**src/rtl/exp5_fluxo_dados.sv**
```systemverilog
// Memory-game datapath: sequence ROM, address counter, play register, comparator, press-edge detector.
// All state updates on the clock edge; outputs are combinational from state and chaves only; no backpressure.
module exp5_fluxo_dados #(
    parameter int ADDR_W = 4,
    parameter int DATA_W = 4
) (
    input  logic              clock,
    input  logic              reset,
    input  logic              zeraC,
    input  logic              contaC,
    input  logic              zeraR,
    input  logic              registraR,
    input  logic [DATA_W-1:0] chaves,
    output logic              jogada,
    output logic              igual,
    output logic              fim,
    output logic [ADDR_W-1:0] db_contagem,
    output logic [DATA_W-1:0] db_memoria,
    output logic [DATA_W-1:0] db_jogada,
    output logic              db_tem_jogada
);

    logic [ADDR_W-1:0] contagem;
    logic [DATA_W-1:0] jogada_reg;
    logic [DATA_W-1:0] memoria;
    logic              tem_d;

    always_ff @(posedge clock) begin
        if (reset) begin
            contagem <= '0;
        end else if (zeraC) begin
            contagem <= '0;
        end else if (contaC) begin
            contagem <= contagem + ADDR_W'(1);
        end
    end

    always_ff @(posedge clock) begin
        if (reset) begin
            jogada_reg <= '0;
        end else if (zeraR) begin
            jogada_reg <= '0;
        end else if (registraR) begin
            jogada_reg <= chaves;
        end
    end

    always_ff @(posedge clock) begin
        if (reset) begin
            tem_d <= 1'b0;
        end else begin
            tem_d <= |chaves;
        end
    end

    // Fixed game sequence, read asynchronously from the counter.
    always_comb begin
        memoria = '0;
        case (contagem)
            4'd0:  memoria = DATA_W'(4'b0001);
            4'd1:  memoria = DATA_W'(4'b0010);
            4'd2:  memoria = DATA_W'(4'b0100);
            4'd3:  memoria = DATA_W'(4'b1000);
            4'd4:  memoria = DATA_W'(4'b0100);
            4'd5:  memoria = DATA_W'(4'b0010);
            4'd6:  memoria = DATA_W'(4'b0001);
            4'd7:  memoria = DATA_W'(4'b0001);
            4'd8:  memoria = DATA_W'(4'b0010);
            4'd9:  memoria = DATA_W'(4'b0010);
            4'd10: memoria = DATA_W'(4'b0100);
            4'd11: memoria = DATA_W'(4'b0100);
            4'd12: memoria = DATA_W'(4'b1000);
            4'd13: memoria = DATA_W'(4'b1000);
            4'd14: memoria = DATA_W'(4'b0001);
            4'd15: memoria = DATA_W'(4'b0100);
            default: memoria = '0;
        endcase
    end

    // A direct change between two pressed patterns keeps |chaves high, so it gives no new pulse.
    assign jogada        = (|chaves) & ~tem_d;
    assign igual         = (jogada_reg == memoria);
    assign fim           = (contagem == {ADDR_W{1'b1}});
    assign db_contagem   = contagem;
    assign db_memoria    = memoria;
    assign db_jogada     = jogada_reg;
    assign db_tem_jogada = tem_d;

endmodule

```
**config.mk**
```make
export PLATFORM = sky130hd
export DESIGN_NAME = exp5_fluxo_dados
export DESIGN_NICKNAME = d
export VERILOG_FILES = /design/src/rtl/exp5_fluxo_dados.sv
export SDC_FILE = /design/constraint.sdc
export NUM_CORES = 1
export LEC_CHECK = 0
export ABC_AREA = 1
export BUFFER_PORTS_ARGS = -buffer_cell sky130_fd_sc_hd__buf_2
export CAP_MARGIN = 10
export CORE_MARGIN = 2
export CORE_UTILIZATION = 40
export CTS_CLUSTER_DIAMETER = 30
export DETAILED_ROUTE_END_ITERATION = 10
export GPL_ROUTABILITY_DRIVEN = 0
export PLACE_DENSITY = 0.7
export SLEW_MARGIN = 20
export SYNTH_ARGS = -nofsm -noshare
export SYNTH_HDL_FRONTEND = slang
export SYNTH_SLANG_ARGS = --single-unit
```
**constraint.sdc**
```tcl
create_clock -name clock -period 1.5 [get_ports clock]
set_input_delay 0.075 -clock clock [delete_from_list [all_inputs] [get_ports clock]]
set_output_delay 0.075 -clock clock [all_outputs]
set_load 0.05 [all_outputs]
```
### Word level (Yosys, flattened, before mapping)

Memories as Yosys holds them, arrays and structs flattened. A register that Yosys moved wholly into a read port is not among the register bits.
Cells that the tools add are included.

| storage, ports and cells | value |
|---|---|
| memories kept | 1 |
| register bits after elaboration | 9 |
| word-level logic and storage cells | 14 |
| memory bits (read-only) | 64 |

Memory list:

| name | words | width | rd ports | clocked after Yosys merged registers in | write ports | RTL line | RTL |
|---|---|---|---|---|---|---|---|
| (no name shown) | 16 | 4 | 1 | 1 | 0 | 59 | `case (contagem)` |

| cells by class | value |
|---|---|
| bitwise operators | 2 |
| add/sub/neg operators | 1 |
| muxes and demuxes | 2 |
| equal/unequal tests | 2 |
| reductions and logical operators | 3 |

Operators by type and width:

| kind | count |
|---|---|
| two-way mux 4 bit | 2 |
| adder 4 x 1 -> 4 bit (second input constant) | 1 |
| equality test 4 bit | 1 |
| equality test 4 bit (second input constant) | 1 |
| OR reduction 2 bit | 2 |
| OR reduction 4 bit | 1 |
| AND 1 bit | 1 |
| inverter 1 bit | 1 |

### Longest topological paths before layout

Gate-level depths: netlist of run 1.

| logic depth | value |
|---|---|
| depth in word-level cells | 3 |
| depth in mapped cells | 9 |
| mapped depth without buffers | 9 |

### Worst setup path before layout of run 1

Ideal clock, no wire load.

| path | value |
|---|---|
| kind | register to output |
| start point | register jogada_reg[3], in the netlist db_jogada[3] |
| end point | output igual |
| arrival time | 1.926 ns |
| stages on the path, launching flop included | 4 |
| path slack | -0.501 ns |
| path buffers | 0 |
| cell sequence | dfxtp_1 -> xnor2_1 -> nand2_1 -> nor3_1 |

| between the ends | value |
|---|---|
| word-level cells in the longest chain between the ends | 1 |

Ends and longest elaborated chain:

| element | RTL line | RTL |
|---|---|---|
| from (decl) | 24 | `logic [DATA_W-1:0] jogada_reg;` |
| from (signal assigned) | 44 | `jogada_reg <= chaves;` |
| equality test 4 bit | 82 | `assign igual = (jogada_reg == memoria);` |
| to (decl) | 15 | `output logic igual,` |

Every way passes these cells.

### Worst setup path in the final report of run 1

| path | value |
|---|---|
| start point | register contagem[0], in the netlist db_contagem[0] |
| end point | output fim |

| between the ends | value |
|---|---|
| word-level cells in the longest chain between the ends | 1 |

Ends and longest elaborated chain:

| element | RTL line | RTL |
|---|---|---|
| from (decl) | 23 | `logic [ADDR_W-1:0] contagem;` |
| from (signal assigned) | 34 | `contagem <= contagem + ADDR_W'(1);` |
| equality test 4 bit | 83 | `assign fim = (contagem == {ADDR_W{1'b1}});` |
| to (decl) | 16 | `output logic fim,` |

Every way passes these cells.

==> run_results.csv, run 1 <==
group,metric,value,unit
outcome,status,"completed",
critical_path,path_class,"reg -> out",
job,drv_cap,0,
timing,finalHoldViolations,0,
clocking,clock-sinks,13,
clocking,cts_resized,0,
hold_path,holdPathStages,3,
pwr,p_leak,0.4685,nW
synthesis,synthArstFlopShare,0,
finish,fin_util,0.5274,
clocking,clk_latency,0.26,ns
floorplan,die-area,2123,um2
critical_path,r2r-end,"db_memoria[0]$_DFF_P_",
drt,wire_per_inst,9.917,um
clocking,cts_hold_buffers,0,
critical_path,crit_required,1.42,ns
timing,period_needed,1.404,ns
critical_path,crit_arrival,1.33,ns
finish,syn_to_final_growth,25.80,%
drt,wl,1319,um
synthesis,yosys_warnings,0,
critical_path,end_kind,"output port",
clocking,path_clk_slew,0.08,ns
floorplan,rows,15,
placed_design,portBuffers,25,
drt,first_iter_violations,12,
synthesis,synth-seq-area-share,0.3675,
timing,finalMaxSlewViolations,0,
synthesis,netlist_area,708.2,um2
clocking,post_cts_buffers,0,
floorplan,top_level_ports,26,
drt,vias_per_cell,4.692,
synthesis,synth_edf_count,0,
timing,setup_viol,0,
global_route,first_global_vias,531,
critical_path,r2r_start,"db_contagem[0]$_SDFFE_PP0P_",
drt,ant_nets,0,
drt,drc_errors,0,
global_route,antenna_found_initial,0,
pwr,power,739.8,uW
clocking,ctsRootBufferMaster,"clkbuf_4",
hold_path,hold_path_class,"in -> reg",
placed_design,hpwl,1123,um
floorplan,die_w,46.08,um
critical_path,critical_path_peak_fanout,5,
hold_path,min_from,"chaves[2]",
clocking,cts_tree,"built",
timing,timing.final.ws_setup,0.09597,ns
global_route,grt_pass1_wl,2145,um
global_route,grtUsageTotal,0.1379,
critical_path,reg2reg_slack,0.22,ns
synthesis,synthDistinctLibCells,23,
clocking,max-clock-path-buffers,2,
drt,drt-pass1-iter-count,4,
floorplan,core_area,1689,um2
critical_path,worst_r2r_path_depth,9,
critical_path,crit_path_start_kind,"flip-flop",
pwr,ir_drop,0.5195,mV
global_route,grt_start_max_net_pins,8,
floorplan,start_util,0.4193,
synthesis,syn_inst,88,
drt,vias,624,
timing,slew_headroom,0.7525,
synthesis,avgSynthCellArea,8.047,um2
clocking,numCtsBuffers,3,
finish,nNetsFinal,128,
hold_path,holdPathEnd,"db_tem_jogada$_SDFF_PP0_",
timing,fmax,712.2,MHz
timing,post-route-period-util,0.9360,
clocking,ctsHtreeMaxLevel,1,
global_route,gr-total-overflow,0,
placed_design,pre_cts_ws,0.2344,ns
timing,fin_hold_ws,0.06074,ns
timing,tightest_slew,0.3678,ns
synthesis,synth-seq-cells,13,
timing,rsz0062_at_grt,"no",
finish,antenna_cells,0,
timing,fin_skew,0.001941,ns
finish,drive_gt1_frac,0.4138,
floorplan,die_y,46.08,um
synthesis,synthFlopType,"dfxtp_1",
timing,tns,0,ns
synthesis,synth_nets,99,
pwr,p_per_area,830.4,nW/um2
## synthesized netlist by cell type (all sizes together) (2+ instances only)
cell / number / area, um2
nand3: 8 / 65.06
xnor2: 2 / 17.52
nor2: 11 / 70.07
inv: 11 / 43.80
dfxtp: 13 / 260.3
nand2: 27 / 128.9
xor2: 3 / 26.28
a21oi: 4 / 20.02
nand4: 3 / 18.77
## worst max-delay path by stage
| stage | start | cells after the start | to |
|---|---|---|---|
| finish | db_contagem[0]$_SDFFE_PP0P_ | 4 | fim |
| global route | db_contagem[0]$_SDFFE_PP0P_ | 4 | fim |
| CTS | db_contagem[0]$_SDFFE_PP0P_ | 4 | fim |
| detailed placement | db_contagem[0]$_SDFFE_PP0P_ | 9 | db_memoria[0]$_DFF_P_ |
| global placement | db_contagem[0]$_SDFFE_PP0P_ | 9 | db_memoria[0]$_DFF_P_ |
| floorplan | db_contagem[2]$_SDFFE_PP0P_ | 7 | db_memoria[0]$_DFF_P_ |
## where the power goes
part           internal [mW]  switching [mW]
clock                  0.103           0.107
combinational         0.0451           0.116
sequential             0.358          0.0111
## per-layer routing
layer | up-vias | part of all wire | track usage
li1 | 334 | - | -
met1 | 278 | 0.52 | 0.2000
met2 | 10 | 0.44 | 0.2111
met3 | 2 | 0.023 | 0.02353
met4 | 0 | 0.013 | 0.03429
met5 | - | 0 | 0
## critical path, stage by stage, from the launching register on
cell	delay, ns
dfxtp_2	0.40
ha_1	0.23
nand2_1	0.11
nor2_4	0.08
buf_2	0.25
## cell usage in the layout, fill, tap and decap left out, drive strengths merged
master and count:
nor4 1, a21oi 4, or2 1, buf 25, xnor2 2, inv 11, o21ai 1, nand4 3
ha 1, nand3 8, nor3 1, dfxtp 13, clkbuf 4, xor2 3, nand2 27, nor2 11
## state kept, by name (all words and copies together), names as in the netlist
signal / count
db_contagem: 4
db_jogada: 4
db_memoria: 4
db_tem_jogada: 1
## final cells by class
type / instances / area [um2]
well taps: 17 / 21.27
multi-input cells: 63 / 411.6
inverters: 11 / 43.79
flip-flops and latches: 13 / 262.8
fillers: 167 / 798.3
clock buffers: 4 / 26.28
repair buffers: 25 / 125.1
## stage by stage
stage / cell area (um2) / std cells
6_report: 890.9 / 133
5_1_grt: 890.9 / 133
4_1_cts: 890.9 / 133
3_5_place_dp: 864.6 / 129
3_3_place_gp: 864.6 / 129
2_1_floorplan: 729.5 / 88
## cell families (layout without fill, tap and decap cells)
logic type,after synthesis,after routing,share of synthesized area
flops,13,13,0.3675
buf+inv,12,40,0.07775
fa+ha+maj,1,1,0.01767
xor+xnor,5,5,0.06185
simple gates,52,52,0.4240
compound gates,5,5,0.05124
No activity file was read; power rests on OpenSTA's default activity.
==> run 2: changes to the inputs <==
Settings changed: SKIP_CTS_REPAIR_TIMING from default to 1.
Clock period 1.5 ns to 1.75 ns, I/O delays scaled along.
==> run 2 against run 1 <==
  * Die area unchanged
  * Combinational power decreased by 16%
  * Global-route usage increased by 2.0 points
  * Critical endpoint unchanged
  * First-iteration DRC count increased by 83%
  * Clock power decreased by 6%
  * Register-to-register slack improved by 0.18 ns
  * Sequential cell count unchanged
  * Sequential power decreased by 14%
  * Worst hold slack improved by 0.0014 ns
  * Power decreased by 12%
  * Via count increased by 4.2%
  * Wire length increased by 13%
==> run_results.csv, run 2 (same netlist as run 1, synthesis figures left out) <==
group,metric,value,unit
critical_path,crit_arrival,1.38,ns
placed_design,hpwl,1147,um
timing,setup_viol,0,
finish,nNetsFinal,128,
timing,fin_hold_ws,0.06211,ns
timing,rsz0062_at_grt,"no",
critical_path,cp_top_family,"flip-flops",
clocking,numCtsBuffers,3,
floorplan,start_util,0.4193,
finish,layout.cells.non_filler,133,
floorplan,die-area,2123,um2
timing,tns,0,ns
finish,mostFrequentLayoutCells,"buf_2, nand2_1, dfxtp_1",
finish,final_common_cell,"buf_2",
clocking,clock-sinks,13,
drt,wl,1494,um
clocking,ctsRootBufferMaster,"clkbuf_4",
finish,antenna_cells,0,
timing,finalHoldViolations,0,
global_route,antenna_found_initial,0,
timing,slew_headroom,0.7158,
timing,period_needed,1.465,ns
floorplan,die_y,46.08,um
floorplan,top_level_ports,26,
timing,fmax,682.7,MHz
critical_path,reg2reg_slack,0.40,ns
drt,first_iter_violations,22,
critical_path,end_kind,"output port",
pwr,ir_drop,0.3474,mV
drt,wire_per_inst,11.23,um
drt,drc_errors,0,
pwr,p_leak,0.4662,nW
drt,vias,650,
drt,drt-pass1-iter-count,4,
critical_path,cp_num_buf_inv,1,
critical_path,cp_cell_sequence,"ha_1, nand2_1, nor2_2, buf_2",
finish,multi_input_area,400.4,um2
hold_path,hold_path_class,"in -> reg",
finish,drive_gt1_frac,0.3966,
global_route,grtUsageTotal,0.1581,
clocking,max-clock-path-buffers,2,
critical_path,slowest_stage,"dfxtp_1",
global_route,grt_pass1_wl,2332,um
drt,vias_per_cell,4.887,
placed_design,placed_cells,129,
clocking,path_clk_slew,0.09,ns
critical_path,path_class,"reg -> out",
clocking,cts_tree,"built",
timing,finalMaxSlewViolations,0,
clocking,ctsHtreeMaxLevel,1,
global_route,gr-total-overflow,0,
critical_path,critical_path_peak_fanout,5,
drt,ant_nets,0,
placed_design,portBuffers,25,
clocking,clk_latency,0.28,ns
timing,fin_skew,0.002092,ns
global_route,grt_start_max_net_pins,8,
finish,regArea,260.3,um2
critical_path,crit_path_start_kind,"flip-flop",
timing,post-route-period-util,0.8370,
floorplan,die_w,46.08,um
job,drv_cap,0,
finish,syn_to_final_growth,23.85,%
timing,tightest_slew,0.4223,ns
floorplan,core_area,1689,um2
pwr,p_per_area,739.0,nW/um2
floorplan,rows,15,
finish,fin_util,0.5193,
global_route,first_global_vias,563,
finish,nFillCells,173,
critical_path,max_stage_delay,0.45,ns
outcome,status,"completed",
critical_path,crit_required,1.66,ns
run 2: cell count changes in the layout (fill, tap and decap cells not counted):
cell / delta
dfxtp_1: +2
dfxtp_2: -2
nor2_2: +1
nor2_4: -1
nor3_2: +1
nor3_4: -1
run 2: metrics by stage:
step	total power, mW	setup slack [ns]	instance area (um2)
6_report	0.6482	0.2853	877.1
2_1_floorplan	0.4230	0.1137	715.7
5_1_grt	0.6694	0.2111	877.1
3_3_place_gp	0.4565	0.4631	850.8
3_5_place_dp	0.4583	0.4193	850.8
4_1_cts	0.6480	0.2796	877.1
run 2: final timing paths:
| kind | endpoint | startpoint | cells after the start |
|---|---|---|---|
| setup / recovery | fim | db_contagem[0]$_SDFFE_PP0P_ | 4 |
| hold / removal | db_tem_jogada$_SDFF_PP0_ | reset | 2 |
| hold reg to reg | db_jogada[2]$_SDFFE_PP0P_ | db_jogada[2]$_SDFFE_PP0P_ | 2 |
| setup reg to reg | db_memoria[0]$_DFF_P_ | db_contagem[0]$_SDFFE_PP0P_ | 9 |
run 2: area by class of cell:
type | instances | area share
Multi-Input combinational cell | 63 | 0.4565
Sequential cell | 13 | 0.2967
Timing Repair Buffer | 25 | 0.1427
Inverter | 11 | 0.04993
Clock buffer | 4 | 0.02996
Tap cell | 17 | 0.02425
run 2: power breakdown:
| group | leakage, nW | total (mW) | internal, mW | switching, mW |
|---|---|---|---|---|
| Clock | 0.0150 | 0.196 | 0.0885 | 0.108 |
| Combinational | 0.345 | 0.136 | 0.0374 | 0.0990 |
| Sequential | 0.106 | 0.316 | 0.306 | 0.00933 |
| Total | 0.466 | 0.648 | 0.432 | 0.216 |
run 2: layer usage:
| metal | GRT usage | share of wire |
|---|---|---|
| met4 | 0.08571 | 0.022 |
| met1 | 0.1928 | 0.44 |
| met2 | 0.2639 | 0.50 |
| met3 | 0.02353 | 0.037 |
| met5 | 0 | 0 |
